--- src/rtl/spi_read_scheduler_pkg.sv ---
// Shared types and helpers for the SPI read scheduler.
package spi_read_scheduler_pkg;
  localparam int DATA_W_DEF = 16;

  typedef enum logic [1:0] {
    ST_IDLE,
    ST_ISSUE,
    ST_BUSY,
    ST_DONE
  } state_t;

  // Width of a counter that must hold 0..n-1.
  function automatic int cnt_w(input int n);
    return (n < 2) ? 1 : $clog2(n);
  endfunction
endpackage

--- src/rtl/spi_read_scheduler_rr_arbiter.sv ---
// Round-robin arbiter: search starts at ptr; ptr moves past the winner on advance.
module rr_arbiter
  import spi_read_scheduler_pkg::*;
#(
  parameter int N = 5
) (
  input  logic         clk,
  input  logic         rst_l,
  input  logic [N-1:0] cand,
  input  logic         advance,
  output logic [N-1:0] grant,
  output logic         any
);
  localparam int IW = cnt_w(N);

  logic [IW-1:0] ptr;
  logic [IW-1:0] idx;
  logic [IW:0]   pos;
  logic [N-1:0]  rot;

  // Rotate so bit 0 is the candidate at ptr; first set bit wins.
  assign rot = N'({cand, cand} >> ptr);

  always_comb begin
    any = 1'b0;
    pos = '0;
    for (int i = 0; i < N; i++) begin
      if (!any && rot[i]) begin
        any = 1'b1;
        pos = (IW+1)'(ptr) + (IW+1)'(i);
      end
    end
    idx   = (pos >= (IW+1)'(N)) ? IW'(pos - (IW+1)'(N)) : IW'(pos);
    grant = any ? (N'(1) << idx) : '0;
  end

  always_ff @(posedge clk or negedge rst_l) begin
    if (!rst_l)
      ptr <= '0;
    else if (advance && any)
      ptr <= (idx == IW'(N-1)) ? '0 : idx + 1'b1;
  end
endmodule

--- src/rtl/spi_read_scheduler.sv ---
// Shares one SPI read engine among NUM_REQ clients plus a periodic refresh reader,
// with round-robin arbitration and a transaction timeout.
module spi_read_scheduler
  import spi_read_scheduler_pkg::*;
#(
  parameter int NUM_REQ        = 4,
  parameter int DATA_W         = DATA_W_DEF,
  parameter int REFRESH_CYCLES = 200000,
  parameter int TIMEOUT_CYCLES = 4096
) (
  input  logic               clk,
  input  logic               rst_l,
  input  logic [NUM_REQ-1:0] req,
  output logic [NUM_REQ-1:0] ack,
  output logic [DATA_W-1:0]  rdata,
  output logic               err,
  output logic [DATA_W-1:0]  sample,
  output logic               sample_valid,
  output logic               busy,
  output logic               spi_rd,
  input  logic               spi_d_ready,
  input  logic [DATA_W-1:0]  spi_d
);
  localparam int N  = NUM_REQ + 1;
  localparam int TW = cnt_w(TIMEOUT_CYCLES);
  localparam int RW = cnt_w(REFRESH_CYCLES);
  localparam logic [TW-1:0] T_LAST = TW'(TIMEOUT_CYCLES - 1);
  localparam logic [RW-1:0] R_LAST = RW'((REFRESH_CYCLES > 0) ? REFRESH_CYCLES - 1 : 0);

  state_t            state, nxt;
  logic [TW-1:0]     timer;
  logic [RW-1:0]     rcnt;
  logic              pend, tick;
  logic [N-1:0]      cand, grant, win;
  logic              any, adv, cap_en, abort, tmo, tout, recover, hit;
  logic [DATA_W-1:0] cap;

  assign cand = {pend, req};
  assign tick = (REFRESH_CYCLES != 0) && (rcnt == R_LAST);
  assign tmo  = (timer == T_LAST);
  assign busy = (state != ST_IDLE);
  // A client that dropped its request before completion gets no ack.
  assign hit  = |(win[NUM_REQ-1:0] & req);

  rr_arbiter #(.N(N)) u_arb (
    .clk    (clk),
    .rst_l  (rst_l),
    .cand   (cand),
    .advance(adv),
    .grant  (grant),
    .any    (any)
  );

  always_ff @(posedge clk or negedge rst_l) begin
    if (!rst_l) state <= ST_IDLE;
    else        state <= nxt;
  end

  // recover holds off arbitration for one IDLE cycle after each transaction.
  always_comb begin
    nxt    = state;
    adv    = 1'b0;
    cap_en = 1'b0;
    abort  = 1'b0;
    case (state)
      ST_IDLE:
        if (any && !recover) begin
          adv = 1'b1;
          nxt = ST_ISSUE;
        end
      ST_ISSUE:
        if (tmo) begin
          abort = 1'b1;
          nxt   = ST_DONE;
        end else if (!spi_d_ready) begin
          nxt = ST_BUSY;
        end
      ST_BUSY:
        if (spi_d_ready) begin
          cap_en = 1'b1;
          nxt    = ST_DONE;
        end else if (tmo) begin
          abort = 1'b1;
          nxt   = ST_DONE;
        end
      ST_DONE: nxt = ST_IDLE;
      default: nxt = ST_IDLE;
    endcase
  end

  always_ff @(posedge clk or negedge rst_l) begin
    if (!rst_l) begin
      spi_rd       <= 1'b0;
      recover      <= 1'b0;
      ack          <= '0;
      err          <= 1'b0;
      rdata        <= '0;
      sample       <= '0;
      sample_valid <= 1'b0;
      win          <= '0;
      timer        <= '0;
      tout         <= 1'b0;
      cap          <= '0;
    end else begin
      spi_rd       <= (nxt == ST_ISSUE);
      recover      <= (state == ST_DONE);
      ack          <= '0;
      err          <= 1'b0;
      rdata        <= '0;
      sample_valid <= 1'b0;
      if (adv) begin
        win   <= grant;
        timer <= '0;
        tout  <= 1'b0;
      end else if (state == ST_ISSUE || state == ST_BUSY) begin
        timer <= timer + 1'b1;
      end
      if (abort)  tout <= 1'b1;
      if (cap_en) cap  <= spi_d;
      if (state == ST_DONE) begin
        ack   <= win[NUM_REQ-1:0] & req;
        err   <= tout && hit;
        rdata <= (!tout && hit) ? cap : '0;
        if (win[NUM_REQ] && !tout) begin
          sample       <= cap;
          sample_valid <= 1'b1;
        end
      end
    end
  end

  // A tick while a refresh is already pending merges into it.
  always_ff @(posedge clk or negedge rst_l) begin
    if (!rst_l) begin
      rcnt <= '0;
      pend <= 1'b0;
    end else begin
      if (REFRESH_CYCLES != 0) rcnt <= tick ? '0 : rcnt + 1'b1;
      if (tick)                        pend <= 1'b1;
      else if (adv && grant[NUM_REQ]) pend <= 1'b0;
    end
  end
endmodule

--- config.mk ---
export PLATFORM = sky130hd
export DESIGN_NAME = spi_read_scheduler
export DESIGN_NICKNAME = d
export VERILOG_FILES = /design/src/rtl/spi_read_scheduler_pkg.sv /design/src/rtl/spi_read_scheduler_rr_arbiter.sv /design/src/rtl/spi_read_scheduler.sv
export SDC_FILE = /design/constraint.sdc
export NUM_CORES = 1
export LEC_CHECK = 0
export BUFFER_PORTS_ARGS = -buffer_cell sky130_fd_sc_hd__clkbuf_2
export CAP_MARGIN = 25
export CORE_MARGIN = 2
export CORE_UTILIZATION = 60
export CTS_CLUSTER_SIZE = 14
export DETAILED_ROUTE_END_ITERATION = 8
export GPL_ROUTABILITY_DRIVEN = 0
export PLACE_DENSITY = 0.82
export SYNTH_ARGS = -nofsm -noshare
export SYNTH_HDL_FRONTEND = slang
export SYNTH_SLANG_ARGS = --single-unit
--- constraint.sdc ---
create_clock -name clk -period 5.74 [get_ports clk]
set_input_delay 1.148 -clock clk [delete_from_list [all_inputs] [get_ports clk]]
set_output_delay 1.148 -clock clk [all_outputs]
set_load 0.05 [all_outputs]
==> flow_metrics.env, run 1 <==
export IMPL_drt_met1_wl_um=4210
export IMPL_cpLargestDelayFamily="multiplexers"
export IMPL_cp_start_kind="register"
export IMPL_cts_sinks=98
export IMPL_p_leak_nw=2.81
export IMPL_antenna_left=0
export IMPL_max_freq_mhz=231
export IMPL_area_growth_synth_to_final_pct=12.1
export IMPL_ios=63
export IMPL_fin_crit_sh_pct=75.3
export IMPL_grt_overflow_total=0
export IMPL_slowest_stage="dfrtp_1"
export IMPL_root_buffer="clkbuf_8"
export IMPL_yosysMostFrequentCell="dfrtp_1"
export IMPL_cp_common_cell="ha_1"
export IMPL_yosys_top_cells_count="dfrtp_1 (98), nand2_1 (82), nor2_1 (31)"
export IMPL_cp_end_kind="register"
export IMPL_cts_tree="done"
export IMPL_rows=33
export IMPL_timing_hold_ws_ns=0.480
export IMPL_p_per_area_nw_per_um2=526
export IMPL_ys_seq_elements=98
export IMPL_hold_path_class="reg -> reg"
export IMPL_fill_cells=631
export IMPL_dp_slack_ns=1.15
export IMPL_antenna_found_initial=0
export IMPL_chipHeight_um=94.7
export IMPL_synth_seq_area_share_pct=49.7
export IMPL_crit_buf_inv=2
export IMPL_cts_hold_buffers=0
export IMPL_chipWidth_um=94.7
export IMPL_setup_tns_ns=0
export IMPL_r2r_start="u_arb.ptr[1]"
export IMPL_routed_top_layer="met4"
export IMPL_final_max_slew_viol_count=0
export IMPL_p_comb_share_pct=47.0
export IMPL_period_needed_ns=4.32
export IMPL_synth_avg_cell_area_um2=10.4
export IMPL_synth_area_leaders="dfrtp_1 (50%), nand2_1 (6.2%), ha_1 (4.6%)"
export IMPL_wl_met3_um=458
export IMPL_numPortBuffers=62
export IMPL_cp_max_fo=16
export IMPL_cp_slowest_stage_delay_ns=0.77
export IMPL_grt_pass1_vias=3607
export IMPL_via_per_inst=5.62
export IMPL_core_area_um2=8090
export IMPL_diodes=0
export IMPL_setup_ws_ns=1.42
export IMPL_holdPathStages=2
export IMPL_criticalPathCategory="reg -> reg"
export IMPL_cts_buffers=9
export IMPL_status="finished, final reports clean"
export IMPL_cts_setup_buffers=0
export IMPL_rsz0062_at_grt="false"
export IMPL_synth_ff_type="dfrtp_1"
export IMPL_wl_um=10100
export IMPL_ys_warnings_count=0
export IMPL_setup_violations=0
export IMPL_firstDrtPassIters=4
export IMPL_initial_core_util_pct=60.9
export IMPL_path_clk_slew_ns=0.10
export IMPL_swShare_pct=42.6
export IMPL_synth_largest_area_cell="dfrtp_1"
export IMPL_synth_cells=475
export IMPL_design_power_total_mw=2.91
export IMPL_hold_start="sample[0]"
export IMPL_grt_pass1_wl_um=16900
export IMPL_grt_max_degree=65
export IMPL_max_vdd_ir_drop_v=0.000291
export IMPL_worst_ep_arrival_time_ns=4.60
export IMPL_cts_resized=0
export IMPL_slew_headroom_pct=31.7
export IMPL_worst_pin_slew_ns=1.02
export IMPL_wl_met2_um=5280
export IMPL_hold_viol=0
export IMPL_dr_total_vias=3588
export IMPL_pwr_share_clk_pct=18.5
export IMPL_drt_iter0_drc=172
export IMPL_synth_edf_count=0
export IMPL_dieArea_um2=8960
export IMPL_grt_total_usage_pct=24.2
export IMPL_synth_nets=516
export IMPL_cts_buffer_depth=2
export IMPL_cp_required_ns=6.02
export IMPL_yosysTopAreaCellShare_pct=49.7
export IMPL_nNetsFinal=570
export IMPL_power_frac_seq_pct=34.5
export IMPL_drive_above_1_share_pct=21.3
export IMPL_reg2reg_slack_ns=1.42
export IMPL_finClkSkew_ns=0.0144
export IMPL_dp_hpwl_um=7090
export IMPL_holdPathEnd="sample[0]"
export IMPL_cap_violations=0
export IMPL_clk_insertion_delay_late_ns=0.36
export IMPL_yosysUniqueCellTypes=63
export IMPL_switchingPower_mw=1.24
export IMPL_worstReg2RegEnd="u_arb.ptr[2]"
export IMPL_htree_levels=3
export IMPL_syn_cell_area_um2=4930
export IMPL_crit_chain="buf_4 > mux2i_4 > mux2i_1 > mux2_4 > nor2_1 > o21a_1 > o21ai_0 > o2111ai_1 > inv_1 > ha_1 > nor2b_1 > o211ai_2 > mux2_2 > ha_1 > ha_1 > o31ai_2"
export IMPL_async_flop_share_pct=100
export IMPL_post_route_drc_count=0
export IMPL_ff2ff_path_depth=16
export IMPL_routedWlPerCell_um=15.7
export IMPL_internal_power_mw=1.67
-- registers in the layout, indices dropped and copies added (netlist names), 3 cells and up --
name / flops
ack: 4
cap: 16
rdata: 16
win: 5
u_arb.ptr: 3
sample: 16
timer: 12
rcnt: 18
-- kinds of logic after synthesis --
family / share of synthesized area, %
AOI/OAI and AO/OA: 9.03
xor gates and xnor gates: 4.80
adders and majority gates: 4.57
buffers and inverters: 3.43
DFF: 49.7
muxes: 8.78
and+or+nand+nor: 19.7
-- cell type report --
type	instances	area [um^2]	share of cell area [%]
flip-flops and latches	98	2450	44.4
clock buffers	9	124	2.24
repair buffers	64	328	5.93
well taps	105	131	2.38
multi-input cells	340	2310	41.8
inverters	16	60.1	1.09
clock inverters	7	124	2.24
-- layer usage --
layer / up-vias / global-route usage (%)
li1: 1729 / -
met1: 1758 / 29.7
met2: 91 / 42.3
met3: 10 / 5.91
met4: 0 / 7.49
met5: - / 0
-- worst min-delay path, delay by kind of cell, from the launching register on --
| kind | cells | cell delay [ns] |
|---|---|---|
| flip-flops | 1 | 0.35 |
| AND/OR/NAND/NOR | 2 | 0.10 |
-- worst max-delay path by stage --
stage	end	slack [ns]	cells past startpoint	from
after CTS	u_arb.ptr[2]	1.45	16	u_arb.ptr[1]
after floorplan	u_arb.ptr[2]	1.59	16	req[0]
after detailed placement	win[4]	1.15	17	req[3]
final	u_arb.ptr[2]	1.42	16	u_arb.ptr[1]
after global placement	u_arb.ptr[2]	1.39	16	req[2]
after global routing	u_arb.ptr[0]	1.12	17	u_arb.ptr[1]
-- power groups by stage --
| stage | Sequential, mW | Combinational (mW) | Clock, mW |
|---|---|---|---|
| final | 1.00 | 1.37 | 0.537 |
| after global routing | 1.03 | 1.51 | 0.573 |
| after CTS | 1.00 | 1.38 | 0.548 |
| after detailed placement | 1.01 | 1.36 | 0 |
| after global placement | 1.00 | 1.30 | 0 |
| after floorplan | 1.14 | 0.951 | 0 |
-- cell usage in the layout (no fill, tap or decap), types with 10 or more instances in the layout --
cell type / synthesis / layout
clkbuf_2: 0 / 61
and3_1: 12 / 12
xor2_1: 17 / 17
nand2_1: 82 / 82
xnor2_1: 10 / 10
dfrtp_1: 98 / 98
mux2_2: 19 / 19
nand3_1: 14 / 14
inv_1: 14 / 14
ha_1: 18 / 18
o21ai_0: 11 / 11
mux2i_1: 13 / 13
and2_1: 21 / 21
nor2_1: 31 / 31
-- metrics by stage --
stage	std cells	cell area [um^2]	utilization, %
after detailed placement	623	5280	65.3
final	639	5530	68.3
after CTS	639	5530	68.3
after global placement	623	5280	65.3
after global routing	639	5530	68.3
after floorplan	475	4930	-
(Power assumes the default switching activity.)
==> inputs of run 2 (changes only) <==
Settings changed: CORE_UTILIZATION 60 to 52, PLACE_DENSITY 0.82 to 0.76.
Clock period 5.74 ns to 3.7 ns, I/O delays scaled along.
==> run 2 against run 1 <==
Hold slack worse by 0.080 ns. Non-clock buffer count rose by 34. Count of clock-buffer cells in the layout up 1. Sequential power increased by 52%. Global-route usage fell by 3.0 points. Sequential share of layout area is 2.9 points lower. Combinational power is 94% higher. Total power rose by 68%. Flip-flop and latch count unchanged. Critical path depth did not move. Clock power up 34%. Final cell count increased by 9.1%. Largest cell class unchanged.
==> flow_metrics.env, run 2 (synthesis results as in run 1) <==
export IMPL_status="finished, final reports clean"
export IMPL_dp_hpwl_um=7500
export IMPL_worst_ep_arrival_time_ns=3.86
export IMPL_cp_end_kind="register"
export IMPL_p_leak_nw=2.98
export IMPL_grt_total_usage_pct=21.2
export IMPL_cap_violations=0
export IMPL_root_buffer="clkbuf_8"
export IMPL_clk_insertion_delay_late_ns=0.37
export IMPL_grt_overflow_total=0
export IMPL_dp_slack_ns=-0.252
export IMPL_grt_pass1_vias=3660
export IMPL_reg2reg_slack_ns=0.12
export IMPL_max_vdd_ir_drop_v=0.000472
export IMPL_core_area_um2=9240
export IMPL_antenna_found_initial=0
export IMPL_wl_um=10500
export IMPL_largest_reg_flops=18
export IMPL_design_power_total_mw=4.90
export IMPL_dr_total_vias=3745
export IMPL_period_needed_ns=3.58
export IMPL_cp_start_kind="register"
export IMPL_drive_above_1_share_pct=29.0
export IMPL_p_per_area_nw_per_um2=828
export IMPL_swShare_pct=42.2
export IMPL_final_common_cell="dfrtp_1"
export IMPL_finClkSkew_ns=0.0157
export IMPL_cts_buffer_depth=2
export IMPL_final_cell_mix="dfrtp_1 (96), nand2_1 (82), clkbuf_2 (61), buf_4 (34), nor2_1 (30)"
export IMPL_final_max_slew_viol_count=0
export IMPL_internal_power_mw=2.83
export IMPL_ff2ff_path_depth=16
export IMPL_slew_headroom_pct=48.6
export IMPL_power_frac_seq_pct=31.1
export IMPL_setup_violations=0
export IMPL_p_comb_share_pct=54.3
export IMPL_grt_max_degree=59
export IMPL_via_per_inst=5.37
export IMPL_rows=35
export IMPL_worst_pin_slew_ns=0.770
export IMPL_numPortBuffers=62
export IMPL_setup_ws_ns=0.118
export IMPL_ios=63
export IMPL_antenna_left=0
export IMPL_switchingPower_mw=2.07
export IMPL_max_freq_mhz=279
export IMPL_firstDrtPassIters=4
export IMPL_cp_max_fo=7
export IMPL_largest_register="rcnt"
export IMPL_cts_buffers=9
export IMPL_post_route_drc_count=0
export IMPL_criticalPathCategory="reg -> reg"
export IMPL_chipWidth_um=101
export IMPL_fin_util_pct=64.1
export IMPL_nNetsFinal=604
export IMPL_chipHeight_um=101
export IMPL_initial_core_util_pct=53.4
export IMPL_r2r_start="u_arb.ptr[1]"
export IMPL_grt_pass1_wl_um=17200
export IMPL_htree_levels=3
export IMPL_hold_viol=0
export IMPL_area_growth_synth_to_final_pct=20.1
export IMPL_dieArea_um2=10300
export IMPL_cts_tree="done"
export IMPL_routedWlPerCell_um=15.1
export IMPL_path_clk_slew_ns=0.10
export IMPL_drt_iter0_drc=155
export IMPL_cp_required_ns=3.98
export IMPL_fin_crit_sh_pct=96.8
export IMPL_hold_path_class="in -> async"
export IMPL_setup_tns_ns=0
export IMPL_worstReg2RegEnd="u_arb.ptr[2]"
export IMPL_diodes=0
export IMPL_pwr_share_clk_pct=14.7
export IMPL_cts_sinks=98
run 2: changes by cell type in the layout (fill, tap and decap cells not counted), moves of 2 or more:
cell / change
dfrtp_1: -2
buf_4: +31
o21ai_0: -3
bufinv_16: -2
clkinvlp_4: +3
mux2i_1: -3
dfrtp_2: +2
o21ai_2: +2
mux2i_2: +2
inv_6: +2
clkbuf_16: +2
run 2: metrics by stage:
step / cell area (um^2) / std cells / hold WS, ns
3_3_place_gp: 5560 / 678 / 0.456
4_1_cts: 5780 / 694 / 0.414
6_report: 5920 / 697 / 0.400
2_1_floorplan: 4940 / 475 / 0.438
3_5_place_dp: 5560 / 678 / 0.459
5_1_grt: 5920 / 697 / 0.453
run 2: worst max-delay path: stages (launching register included):
cell and delay, ns:
dfrtp_2 0.47, buf_12 0.17, mux2i_4 0.20, mux2i_2 0.24, a2bb2oi_4 0.24, nor2_4 0.06, o21a_1 0.17, o21ai_2 0.15
o2111ai_2 0.12, inv_1 0.10, ha_1 0.17, nor2b_2 0.05, o211ai_2 0.26, mux2_4 0.34, ha_1 0.19, ha_1 0.30
o31ai_2 0.22
run 2: layout make-up:
| type | instances | area, um^2 |
|---|---|---|
| Sequential cell | 98 | 2450 |
| Tap cell | 129 | 161 |
| Fill cell | 723 | 3320 |
| Inverter | 16 | 63.8 |
| Multi-Input combinational cell | 340 | 2400 |
| Clock inverter | 6 | 71.3 |
| Clock buffer | 10 | 138 |
| Timing Repair Buffer | 98 | 631 |
run 2: metal layers:
metal  track usage, %  share of wire, %
met5                0                 0
met4             6.24               1.6
met3             4.49               4.5
met2             36.0                51
met1             27.7                43
run 2: how the worst max path moves through the flow:
stage,from,to,depth (start not counted)
2_1_floorplan,req[2],u_arb.ptr[2],16
3_3_place_gp,req[2],u_arb.ptr[2],16
3_5_place_dp,req[2],u_arb.ptr[2],16
4_1_cts,u_arb.ptr[1],u_arb.ptr[2],15
5_1_grt,u_arb.ptr[1],u_arb.ptr[2],16
6_report,u_arb.ptr[1],u_arb.ptr[2],16
run 2: repair_timing:
| item | CTS | global route |
|---|---|---|
| hold buffers | 0 | 0 |
| setup buffers | 0 | 1 |
| resized for setup | 1 | 22 |
| cloned | 0 | 2 |
| pin swaps | 0 | 4 |
| endpoints found under the setup margin | 2 | 4 |
run 2: power by group through the flow:
stage          registers [mW]  clock network, mW  logic, mW
6_report                 1.52              0.720       2.66
5_1_grt                  1.55              0.777       2.89
4_1_cts                  1.51              0.736       2.48
3_5_place_dp             1.53                  0       2.46
3_3_place_gp             1.51                  0       2.37
2_1_floorplan            1.76                  0       1.49
==> inputs of run 3 (changes only) <==
Settings changed: ABC_AREA from default to 1, PLACE_DENSITY 0.76 to 0.77.
==> run 3 against run 2 <==
Clock power down 11%. Die area down 1.7%. Synthesized cell count up 17%. Register-to-register slack better by 0.16 ns.
==> flow_metrics.env, run 3 <==
export IMPL_internal_power_mw=2.40
export IMPL_grt_pass1_vias=3547
export IMPL_criticalPathCategory="reg -> reg"
export IMPL_clk_insertion_delay_late_ns=0.36
export IMPL_fill_cells=818
export IMPL_synth_edf_count=0
export IMPL_max_vdd_ir_drop_v=0.000446
export IMPL_post_route_drc_count=0
export IMPL_slew_headroom_pct=44.1
export IMPL_yosysUniqueCellTypes=41
export IMPL_root_buffer="clkbuf_8"
export IMPL_hold_path_class="in -> async"
export IMPL_dr_total_vias=3764
export IMPL_grt_max_degree=54
export IMPL_max_freq_mhz=292
export IMPL_final_max_slew_viol_count=0
export IMPL_r2r_start="u_arb.ptr[1]"
export IMPL_largest_reg_flops=18
export IMPL_nNetsFinal=667
export IMPL_numPortBuffers=62
export IMPL_power_frac_seq_pct=31.6
export IMPL_final_cell_mix="nand2_1 (100), dfrtp_1 (95), inv_1 (80), clkbuf_2 (61), nor2_1 (51)"
export IMPL_reg2reg_slack_ns=0.27
export IMPL_final_common_cell="nand2_1"
export IMPL_cap_violations=0
export IMPL_synth_area_leaders="dfrtp_1 (51%), nand2_1 (7.7%), inv_1 (6.2%)"
export IMPL_cp_start_kind="register"
export IMPL_cts_tree="done"
export IMPL_place_inst=725
export IMPL_synth_cells=557
export IMPL_grt_total_usage_pct=19.3
export IMPL_fin_util_pct=59.8
export IMPL_rows=35
export IMPL_async_flop_share_pct=100
export IMPL_status="finished, final reports clean"
export IMPL_synth_ff_type="dfrtp_1"
export IMPL_pwr_share_clk_pct=13.9
export IMPL_routedWlPerCell_um=12.4
export IMPL_dp_slack_ns=-0.0488
export IMPL_synth_avg_cell_area_um2=8.70
export IMPL_core_area_um2=9150
export IMPL_grt_overflow_total=0
export IMPL_diodes=0
export IMPL_synth_seq_area_share_pct=50.6
export IMPL_cp_end_kind="register"
export IMPL_setup_tns_ns=0
export IMPL_syn_cell_area_um2=4840
export IMPL_rsz0062_at_grt="false"
export IMPL_p_comb_share_pct=54.5
export IMPL_worstReg2RegEnd="u_arb.ptr[2]"
export IMPL_crit_path_end="u_arb.ptr[2]"
export IMPL_setup_ws_ns=0.275
export IMPL_cp_max_fo=8
export IMPL_wl_um=9190
export IMPL_cts_buffer_depth=2
export IMPL_initial_core_util_pct=52.9
export IMPL_drive_above_1_share_pct=21.9
export IMPL_dp_hpwl_um=6750
export IMPL_worst_pin_slew_ns=0.837
export IMPL_setup_violations=0
export IMPL_ys_warnings_count=0
export IMPL_largest_register="rcnt"
export IMPL_critPathLaunch="u_arb.ptr[1]"
export IMPL_antenna_left=0
export IMPL_swShare_pct=48.0
export IMPL_design_power_total_mw=4.61
export IMPL_ios=63
export IMPL_firstDrtPassIters=4
export IMPL_finClkSkew_ns=0.0179
export IMPL_drt_iter0_drc=177
export IMPL_via_per_inst=5.07
export IMPL_cts_hold_buffers=0
export IMPL_synth_largest_area_cell="dfrtp_1"
export IMPL_cts_buffers=9
export IMPL_antenna_found_initial=0
export IMPL_dieArea_um2=10100
export IMPL_path_clk_slew_ns=0.11
export IMPL_hold_viol=0
export IMPL_period_needed_ns=3.43
export IMPL_cp_required_ns=3.95
export IMPL_yosysTopAreaCellShare_pct=50.6
export IMPL_yosys_top_cells_count="nand2_1 (100), dfrtp_1 (98), inv_1 (80)"
export IMPL_yosysMostFrequentCell="nand2_1"
export IMPL_synth_nets=598
export IMPL_ff2ff_path_depth=20
export IMPL_fin_crit_sh_pct=92.6
export IMPL_switchingPower_mw=2.21
export IMPL_chipWidth_um=101
export IMPL_worst_ep_arrival_time_ns=3.68
export IMPL_p_leak_nw=2.97
export IMPL_chipHeight_um=101
export IMPL_cts_sinks=98
export IMPL_final_cells=742
export IMPL_ys_seq_elements=98
export IMPL_p_per_area_nw_per_um2=843
export IMPL_htree_levels=3
export IMPL_area_growth_synth_to_final_pct=12.9
export IMPL_grt_pass1_wl_um=15800
==> run 3: critical path, stage by stage, from the launching register on <==
cell,delay [ns]
dfrtp_2,0.49
inv_2,0.18
nand3_2,0.11
nand3_2,0.10
nand2_4,0.09
nor2_8,0.16
nand4_1,0.15
or2_2,0.30
nand3_1,0.11
inv_1,0.08
ha_1,0.18
or2_2,0.30
nand2_2,0.10
nand2_4,0.07
o21ai_2,0.16
inv_1,0.09
ha_1,0.19
ha_1,0.28
inv_1,0.04
nand3_1,0.07
nand2_1,0.05
==> run 3: timing repair <==
| item | in CTS | in global routing |
|---|---|---|
| endpoints found under the setup margin | 0 | 4 |
| buffers inserted | 0 | 1 |
| gates resized for setup | 0 | 3 |
==> run 3: area by class of cell <==
type | instances | area [um^2] | area share [%]
sequential | 98 | 2460 | 44.9
multi-input combinational | 354 | 1960 | 35.9
timing repair buffer | 71 | 380 | 6.95
inverter | 92 | 353 | 6.45
tap | 111 | 139 | 2.54
clock buffer | 9 | 124 | 2.26
clock inverter | 7 | 53.8 | 0.984
==> run 3: kinds of logic after synthesis <==
group	after synthesis	share of synthesized area, %
buffers and inverters	105	8.86
XOR/XNOR	12	2.17
flip-flops	98	50.6
AND/OR/NAND/NOR	263	26.5
AO/OA/AOI/OAI	61	7.15
adder cells (fa/ha/maj)	18	4.65
==> run 3: how the worst min path moves through the flow <==
stage | startpoint | endpoint | slack [ns] | cells after the start
3_3_place_gp | rcnt[0] | rcnt[0] | 0.45 | 1
2_1_floorplan | rcnt[0] | rcnt[0] | 0.43 | 1
5_1_grt | rst_l | rdata[5] | 0.43 | 1
3_5_place_dp | rcnt[0] | rcnt[0] | 0.46 | 1
6_report | rst_l | rdata[8] | 0.40 | 1
4_1_cts | rst_l | rdata[5] | 0.42 | 1
==> run 3: power groups by stage <==
stage	sequential, mW	clock, mW	combinational (mW)
3_3_place_gp	1.47	0	2.41
2_1_floorplan	1.68	0	1.73
6_report	1.46	0.639	2.51
5_1_grt	1.48	0.701	2.81
3_5_place_dp	1.47	0	2.51
4_1_cts	1.45	0.653	2.52
==> run 3: routing by layer <==
layer  vias up  global-route usage [%]  share of wire [%]
li1       1904                       -                  -
met1      1793                    26.6                 47
met2        58                    31.3                 48
met3         9                    3.88                3.9
met4         0                    5.58                1.0
met5         -                       0                  0
==> run 3: metrics by stage <==
step	instance area [um^2]	hold slack, ns
floorplan	4840	0.433
global placement	5280	0.448
detailed placement	5280	0.459
CTS	5460	0.418
global route	5470	0.434
finish	5470	0.396
